--- config.mk ---
export PLATFORM = sky130hd
export DESIGN_NAME = uart_acia_flat
export DESIGN_NICKNAME = d
export VERILOG_FILES = /design/src/rtl/uart_acia_if.sv /design/src/rtl/uart_acia.sv /design/src/flat_wrapper.sv
export SDC_FILE = /design/constraint.sdc
export NUM_CORES = 1
export LEC_CHECK = 0
export ABC_AREA = 1
export BUFFER_PORTS_ARGS = -buffer_cell sky130_fd_sc_hd__buf_4
export CORE_MARGIN = 2
export CORE_UTILIZATION = 50
export DETAILED_ROUTE_END_ITERATION = 8
export PLACE_DENSITY_LB_ADDON = 0.3
export SYNTH_ARGS = -nofsm -noshare
export SYNTH_HDL_FRONTEND = slang
export SYNTH_SLANG_ARGS = --single-unit
--- constraint.sdc ---
create_clock -name cpu_clk -period 3.5 [get_ports cpu_clk]
set_input_delay 0.7 -clock cpu_clk [delete_from_list [all_inputs] [get_ports cpu_clk]]
set_output_delay 0.7 -clock cpu_clk [all_outputs]
set_load 0.02 [all_outputs]
--- src/rtl/uart_acia_if.sv ---
// CPU-side bus of the ACIA: decoder strobes, data buses and the interrupt line.
interface uart_acia_if;
    logic       uart_cs;
    logic       uart_rs;
    logic       uart_rd;
    logic       uart_we;
    logic [7:0] din;
    logic [7:0] dout;
    logic       irq_n;

    modport master (
        output uart_cs, uart_rs, uart_rd, uart_we, din,
        input  dout, irq_n
    );

    modport slave (
        input  uart_cs, uart_rs, uart_rd, uart_we, din,
        output dout, irq_n
    );
endinterface

--- src/rtl/uart_acia.sv ---
// 6850-style ACIA: control/status and data registers on the CPU bus, fixed 8N1
// transmitter and receiver on txd/rxd, active-low interrupt.
module uart_acia #(
    parameter int unsigned CLK_DIV = 104
) (
    input  logic       cpu_clk,
    input  logic       rst,
    uart_acia_if.slave bus,
    input  logic       rxd,
    output logic       txd
);

    localparam logic [15:0] DivM1   = 16'(CLK_DIV - 1);
    localparam logic [15:0] DivHalf = 16'(CLK_DIV / 2);

    typedef enum logic {TxIdle, TxShift} tx_state_e;
    typedef enum logic [1:0] {RxIdle, RxStart, RxData, RxStop} rx_state_e;

    logic [7:0] cr_q, tdr_q, rdr_q;
    logic       rdrf_q, tdre_q, ovrn_q, fe_q;

    logic       wr_cr, wr_tdr, rd_data;
    logic [7:0] cr_next;
    logic       mreset, tie, rie, brk, irq;

    assign wr_cr   = ~bus.uart_cs & bus.uart_we & ~bus.uart_rs;
    assign wr_tdr  = ~bus.uart_cs & bus.uart_we & bus.uart_rs;
    assign rd_data = ~bus.uart_cs & bus.uart_rd & bus.uart_rs & ~bus.uart_we;

    // Master reset acts on the edge that writes it, so a mid-frame abort is immediate.
    assign cr_next = wr_cr ? bus.din : cr_q;
    assign mreset  = (cr_next[1:0] == 2'b11);

    assign tie = (cr_q[6:5] == 2'b01);
    assign brk = (cr_q[6:5] == 2'b11);
    assign rie = cr_q[7];
    assign irq = (rie & (rdrf_q | ovrn_q)) | (tie & tdre_q);

    logic unused_cr_bits;
    assign unused_cr_bits = ^cr_q[4:2];

    // ---------------- transmitter ----------------
    tx_state_e   tx_state_q;
    logic [8:0]  tx_shift_q;
    logic [15:0] tx_cnt_q;
    logic [3:0]  tx_bit_q;
    logic        txd_q;
    logic        tx_frame_end, tx_load;

    assign tx_frame_end = (tx_state_q == TxShift) && (tx_cnt_q == '0) && (tx_bit_q == 4'd9);
    // A pending byte reloads straight out of the stop bit, so back-to-back frames have no gap.
    assign tx_load = ~mreset & ~tdre_q & ((tx_state_q == TxIdle) | tx_frame_end);

    always_ff @(posedge cpu_clk) begin
        if (rst || mreset) begin
            tx_state_q <= TxIdle;
            tx_shift_q <= '1;
            tx_cnt_q   <= '0;
            tx_bit_q   <= '0;
            txd_q      <= 1'b1;
        end else if (tx_load) begin
            tx_state_q <= TxShift;
            tx_shift_q <= {1'b1, tdr_q};
            tx_cnt_q   <= DivM1;
            tx_bit_q   <= '0;
            txd_q      <= 1'b0;
        end else if (tx_state_q == TxShift) begin
            if (tx_cnt_q != '0) begin
                tx_cnt_q <= tx_cnt_q - 16'd1;
            end else if (tx_bit_q == 4'd9) begin
                tx_state_q <= TxIdle;
                txd_q      <= 1'b1;
            end else begin
                txd_q      <= tx_shift_q[0];
                tx_shift_q <= {1'b1, tx_shift_q[8:1]};
                tx_bit_q   <= tx_bit_q + 4'd1;
                tx_cnt_q   <= DivM1;
            end
        end
    end

    assign txd = txd_q & ~brk;

    // ---------------- receiver ----------------
    logic        rxd_meta_q, rxd_sync_q;
    rx_state_e   rx_state_q;
    logic [15:0] rx_cnt_q;
    logic [2:0]  rx_bit_q;
    logic [7:0]  rx_shift_q;
    logic        rx_stop_q, rx_done_q;

    always_ff @(posedge cpu_clk) begin
        if (rst) begin
            rxd_meta_q <= 1'b1;
            rxd_sync_q <= 1'b1;
        end else begin
            rxd_meta_q <= rxd;
            rxd_sync_q <= rxd_meta_q;
        end
    end

    always_ff @(posedge cpu_clk) begin
        if (rst || mreset) begin
            rx_state_q <= RxIdle;
            rx_cnt_q   <= '0;
            rx_bit_q   <= '0;
            rx_shift_q <= '0;
            rx_stop_q  <= 1'b1;
            rx_done_q  <= 1'b0;
        end else begin
            rx_done_q <= 1'b0;
            unique case (rx_state_q)
                RxIdle: begin
                    if (!rxd_sync_q) begin
                        rx_state_q <= RxStart;
                        rx_cnt_q   <= DivHalf;
                    end
                end
                RxStart: begin
                    if (rx_cnt_q != '0) begin
                        rx_cnt_q <= rx_cnt_q - 16'd1;
                    end else if (!rxd_sync_q) begin
                        rx_state_q <= RxData;
                        rx_cnt_q   <= DivM1;
                        rx_bit_q   <= '0;
                    end else begin
                        rx_state_q <= RxIdle;
                    end
                end
                RxData: begin
                    if (rx_cnt_q != '0) begin
                        rx_cnt_q <= rx_cnt_q - 16'd1;
                    end else begin
                        rx_shift_q <= {rxd_sync_q, rx_shift_q[7:1]};
                        rx_cnt_q   <= DivM1;
                        rx_bit_q   <= rx_bit_q + 3'd1;
                        if (rx_bit_q == 3'd7) rx_state_q <= RxStop;
                    end
                end
                RxStop: begin
                    if (rx_cnt_q != '0) begin
                        rx_cnt_q <= rx_cnt_q - 16'd1;
                    end else begin
                        rx_stop_q  <= rxd_sync_q;
                        rx_done_q  <= 1'b1;
                        rx_state_q <= RxIdle;
                    end
                end
            endcase
        end
    end

    // ---------------- registers ----------------
    always_ff @(posedge cpu_clk) begin
        if (rst) begin
            cr_q   <= 8'h00;
            tdr_q  <= 8'h00;
            rdr_q  <= 8'h00;
            rdrf_q <= 1'b0;
            tdre_q <= 1'b1;
            ovrn_q <= 1'b0;
            fe_q   <= 1'b0;
        end else begin
            if (wr_cr)  cr_q  <= bus.din;
            if (wr_tdr) tdr_q <= bus.din;
            if (mreset) begin
                rdrf_q <= 1'b0;
                tdre_q <= 1'b1;
                ovrn_q <= 1'b0;
                fe_q   <= 1'b0;
            end else begin
                if (wr_tdr)       tdre_q <= 1'b0;
                else if (tx_load) tdre_q <= 1'b1;
                if (rd_data) begin
                    rdrf_q <= 1'b0;
                    ovrn_q <= 1'b0;
                end
                // A byte landing on the same edge as an RDR read is accepted, not an overrun.
                if (rx_done_q) begin
                    if (rdrf_q && !rd_data) begin
                        ovrn_q <= 1'b1;
                    end else begin
                        rdr_q  <= rx_shift_q;
                        rdrf_q <= 1'b1;
                        fe_q   <= ~rx_stop_q;
                    end
                end
            end
        end
    end

    assign bus.irq_n = ~irq;

    always_comb begin
        bus.dout = 8'h00;
        if (!bus.uart_cs && bus.uart_rd) begin
            bus.dout = bus.uart_rs ? rdr_q
                                   : {irq, 1'b0, ovrn_q, fe_q, 2'b00, tdre_q, rdrf_q};
        end
    end

endmodule

--- src/flat_wrapper.sv ---
// flat-port wrapper written by rule: the top's interface ports become plain ports
module uart_acia_flat 
#(
    parameter int unsigned CLK_DIV = 104
)
  (cpu_clk, rst, rxd, txd, bus_uart_cs, bus_uart_rs, bus_uart_rd, bus_uart_we, bus_din, bus_dout, bus_irq_n);
  uart_acia_if bus_i ();
  input  logic cpu_clk;
  input  logic rst;
  input  logic rxd;
  output logic txd;
  input wire logic [$bits(bus_i.uart_cs)-1:0] bus_uart_cs;
  input wire logic [$bits(bus_i.uart_rs)-1:0] bus_uart_rs;
  input wire logic [$bits(bus_i.uart_rd)-1:0] bus_uart_rd;
  input wire logic [$bits(bus_i.uart_we)-1:0] bus_uart_we;
  input wire logic [$bits(bus_i.din)-1:0] bus_din;
  output wire logic [$bits(bus_i.dout)-1:0] bus_dout;
  output wire logic [$bits(bus_i.irq_n)-1:0] bus_irq_n;
  assign bus_i.uart_cs = bus_uart_cs;
  assign bus_i.uart_rs = bus_uart_rs;
  assign bus_i.uart_rd = bus_uart_rd;
  assign bus_i.uart_we = bus_uart_we;
  assign bus_i.din = bus_din;
  assign bus_dout = bus_i.dout;
  assign bus_irq_n = bus_i.irq_n;
  uart_acia #(.CLK_DIV(CLK_DIV)) u_core (.cpu_clk(cpu_clk), .rst(rst), .bus(bus_i), .rxd(rxd), .txd(txd));
endmodule
==> results.json <==
{
  "pre_cts_ws_ps": 1030,
  "finalSetupTns_ps": 0,
  "core_sq_mm": 0.00876,
  "ys_seq_area_frac": 0.389,
  "h-tree-depth": 3,
  "power_leakage_nw": 2.23,
  "area_growth_pct": 9.48,
  "fmax_mhz": 439,
  "gp_congestion": 0.897,
  "crit_slowest_cell": "buf_4",
  "postCtsSetupBuffers": 0,
  "final_nets": 702,
  "ys_top_cells_by_count": "nand2_1, nor2_1, dfxtp_1, inv_1, nand3_1",
  "synth_area_sq_mm": 0.00453,
  "cts.repair.resized": 0,
  "synth_top_area_frac": 0.389,
  "postLayoutCoreUtil": 0.566,
  "grt_max_degree": 31,
  "finalPower_mw": 3.32,
  "drive_gt1_frac": 0.124,
  "fp.dieArea_sq_mm": 0.00983,
  "final.fill_count": 827,
  "ios": 25,
  "clock_latency_ps": 360,
  "die_x_um": 99.2,
  "grt_pass1_vias": 3870,
  "drt_iter0_markers": 143,
  "die_h_um": 99.2,
  "period_minus_slack_ps": 2280,
  "holdWs_ps": 434,
  "antenna_found_initial": 0,
  "max_stage_delay_ps": 180,
  "grt_pass1_wl_um": 16700,
  "register_area_sq_mm": 0.00176,
  "p_per_area_mw_per_mm2": 669,
  "synth_most_common_cell": "nand2_1",
  "cap_viol_max_count": 0,
  "dpl.cell_count": 772,
  "grt_use_total": 0.202,
  "worst_pin_slew_ps": 554,
  "clk_pin_slew_ps": 100,
  "drv_slew": 0,
  "skew_ps": 11.8,
  "fin_cells": 788,
  "rsz0062_at_grt": "no",
  "overflow": 0,
  "antennaDiodeCount": 0,
  "worst-setup-path-type": "input port to primary output",
  "cts-hold-fix-buffers": 0,
  "start_util": 0.517,
  "outcome": "finished, final reports clean",
  "cp.arrival_ps": 1580,
  "cp-end-kind": "primary output",
  "synth_seq_cells": 88,
  "drc": 0,
  "vdd_drop_max_mv": 0.487,
  "hp-class": "register to register",
  "syn_inst": 651,
  "placed_area_sq_mm": 0.00476,
  "ys_warn_count": 0,
  "root_buffer": "clkbuf_8",
  "rows": 34,
  "critPathRequiredTime_ps": 2800,
  "synth_edf_count": 0,
  "synth_cell_type_count": 36,
  "worstSetupStartpointType": "input port",
  "numCtsBuffers": 9,
  "crit_chain": "buf_4 > nor2_1 > nand2_1 > inv_1 > nand2_1 > o21ai_0 > buf_4",
  "crit_fanout": 5,
  "hold_viol": 0,
  "ys_top_cells_by_area": "dfxtp_1, nand2_1, nor2_1",
  "cts_tree": "built",
  "vias": 4012,
  "ant_nets": 0,
  "syn_area_per_cell_sq_um": 6.95,
  "relSlewSlack": 0.630,
  "setup_viol": 0,
  "totalWireLength_um": 9270,
  "avgViaCountPerCell": 5.09,
  "yosysTopAreaCell": "dfxtp_1",
  "ys_async_sr_fraction": 0,
  "synth-main-ff-cell": "dfxtp_1",
  "timing.final.ws_setup_ps": 1220,
  "fin_crit_sh": 0.652,
  "hpwlAfterDp_um": 6830,
  "routedWlPerCell_um": 11.8,
  "clockBufferDepth": 2,
  "first_pass_iters": 5,
  "multiInputGateArea_sq_mm": 0.00233,
  "port_buffers": 24,
  "design_area_sq_mm": 0.00496,
  "synth_fp_nets": 678,
  "cts.sink_count": 88
}
path summary, 6_finish.rpt:
check / startpoint / endpoint / slack, ps / cells after the start
max: bus_uart_cs / bus_dout[1] / 1220 / 7
min: u_core.rxd_meta_q / u_core.rxd_sync_q / 430 / 1
max reg2reg: u_core.tx_cnt_q[0] / u_core.tx_cnt_q[3] / 1280 / 11
min reg2reg: u_core.rxd_meta_q / u_core.rxd_sync_q / 430 / 1
placed cells by master (no fill, tap or decap), types with 2 or more instances in the layout:
master and count:
nor3_1 6, nand2_4 3, o21ai_1 2, o21ai_0 45
nand2_1 126, o21bai_1 5, nor2_1 93, inv_8 2
clkbuf_8 10, buf_4 25, or2_2 4, ha_1 12
a21oi_4 2, nand3_2 2, a31oi_1 2, nor2_2 11
inv_1 83, a21oi_1 52, xor2_1 5, nand4_1 6
inv_2 5, inv_6 5, nand3_1 58, nor2_4 3
xnor2_1 7, nor3b_1 2, dfxtp_1 88, nand2_2 9
cells by family after synthesis:
group | count (synthesis) | share of synthesized area
and+or+nand+nor | 326 | 0.326
AOI/OAI and AO/OA | 111 | 0.133
buffers and inverters | 102 | 0.0956
DFF | 88 | 0.389
xor gates and xnor gates | 12 | 0.0232
adders and majority gates | 12 | 0.0332
critical path, delay by kind of cell:
kind / cells / cell delay [ps]
AO/OA/AOI/OAI: 1 / 90
buffers and inverters: 3 / 420
AND/OR/NAND/NOR: 3 / 360
registers in the layout, summed over array words and instances, names as in the netlist, 3 cells and up, named ones only:
register / flops
u_core.cr_q: 5
u_core.tx_cnt_q: 16
u_core.rx_shift_q: 8
u_core.tx_bit_q: 4
u_core.rx_cnt_q: 16
u_core.rx_bit_q: 3
u_core.tdr_q: 8
u_core.tx_shift_q: 8
u_core.rdr_q: 8
per-layer routing:
layer,track usage,vias up,wire length [um]
met3,0.0401,8,250
met4,0.0485,0,54
met2,0.349,41,4560
met5,0,-,0
li1,-,2124,-
met1,0.260,1839,4400
layout make-up:
type / count / area share
Timing Repair Buffer: 25 / 0.0379
Sequential cell: 88 / 0.355
Inverter: 90 / 0.0694
Clock buffer: 10 / 0.0278
Multi-Input combinational cell: 461 / 0.471
Tap cell: 108 / 0.0273
Clock inverter: 6 / 0.0116
report_power, final:
group / switching [mW] / leakage [nW] / internal (mW) / total, mW
sequential: 0.111 / 0.715 / 1.12 / 1.24
clock: 0.399 / 0.102 / 0.298 / 0.697
combinational: 0.916 / 1.41 / 0.468 / 1.38
total: 1.43 / 2.23 / 1.89 / 3.32
No activity file was read; power rests on OpenSTA's default activity.
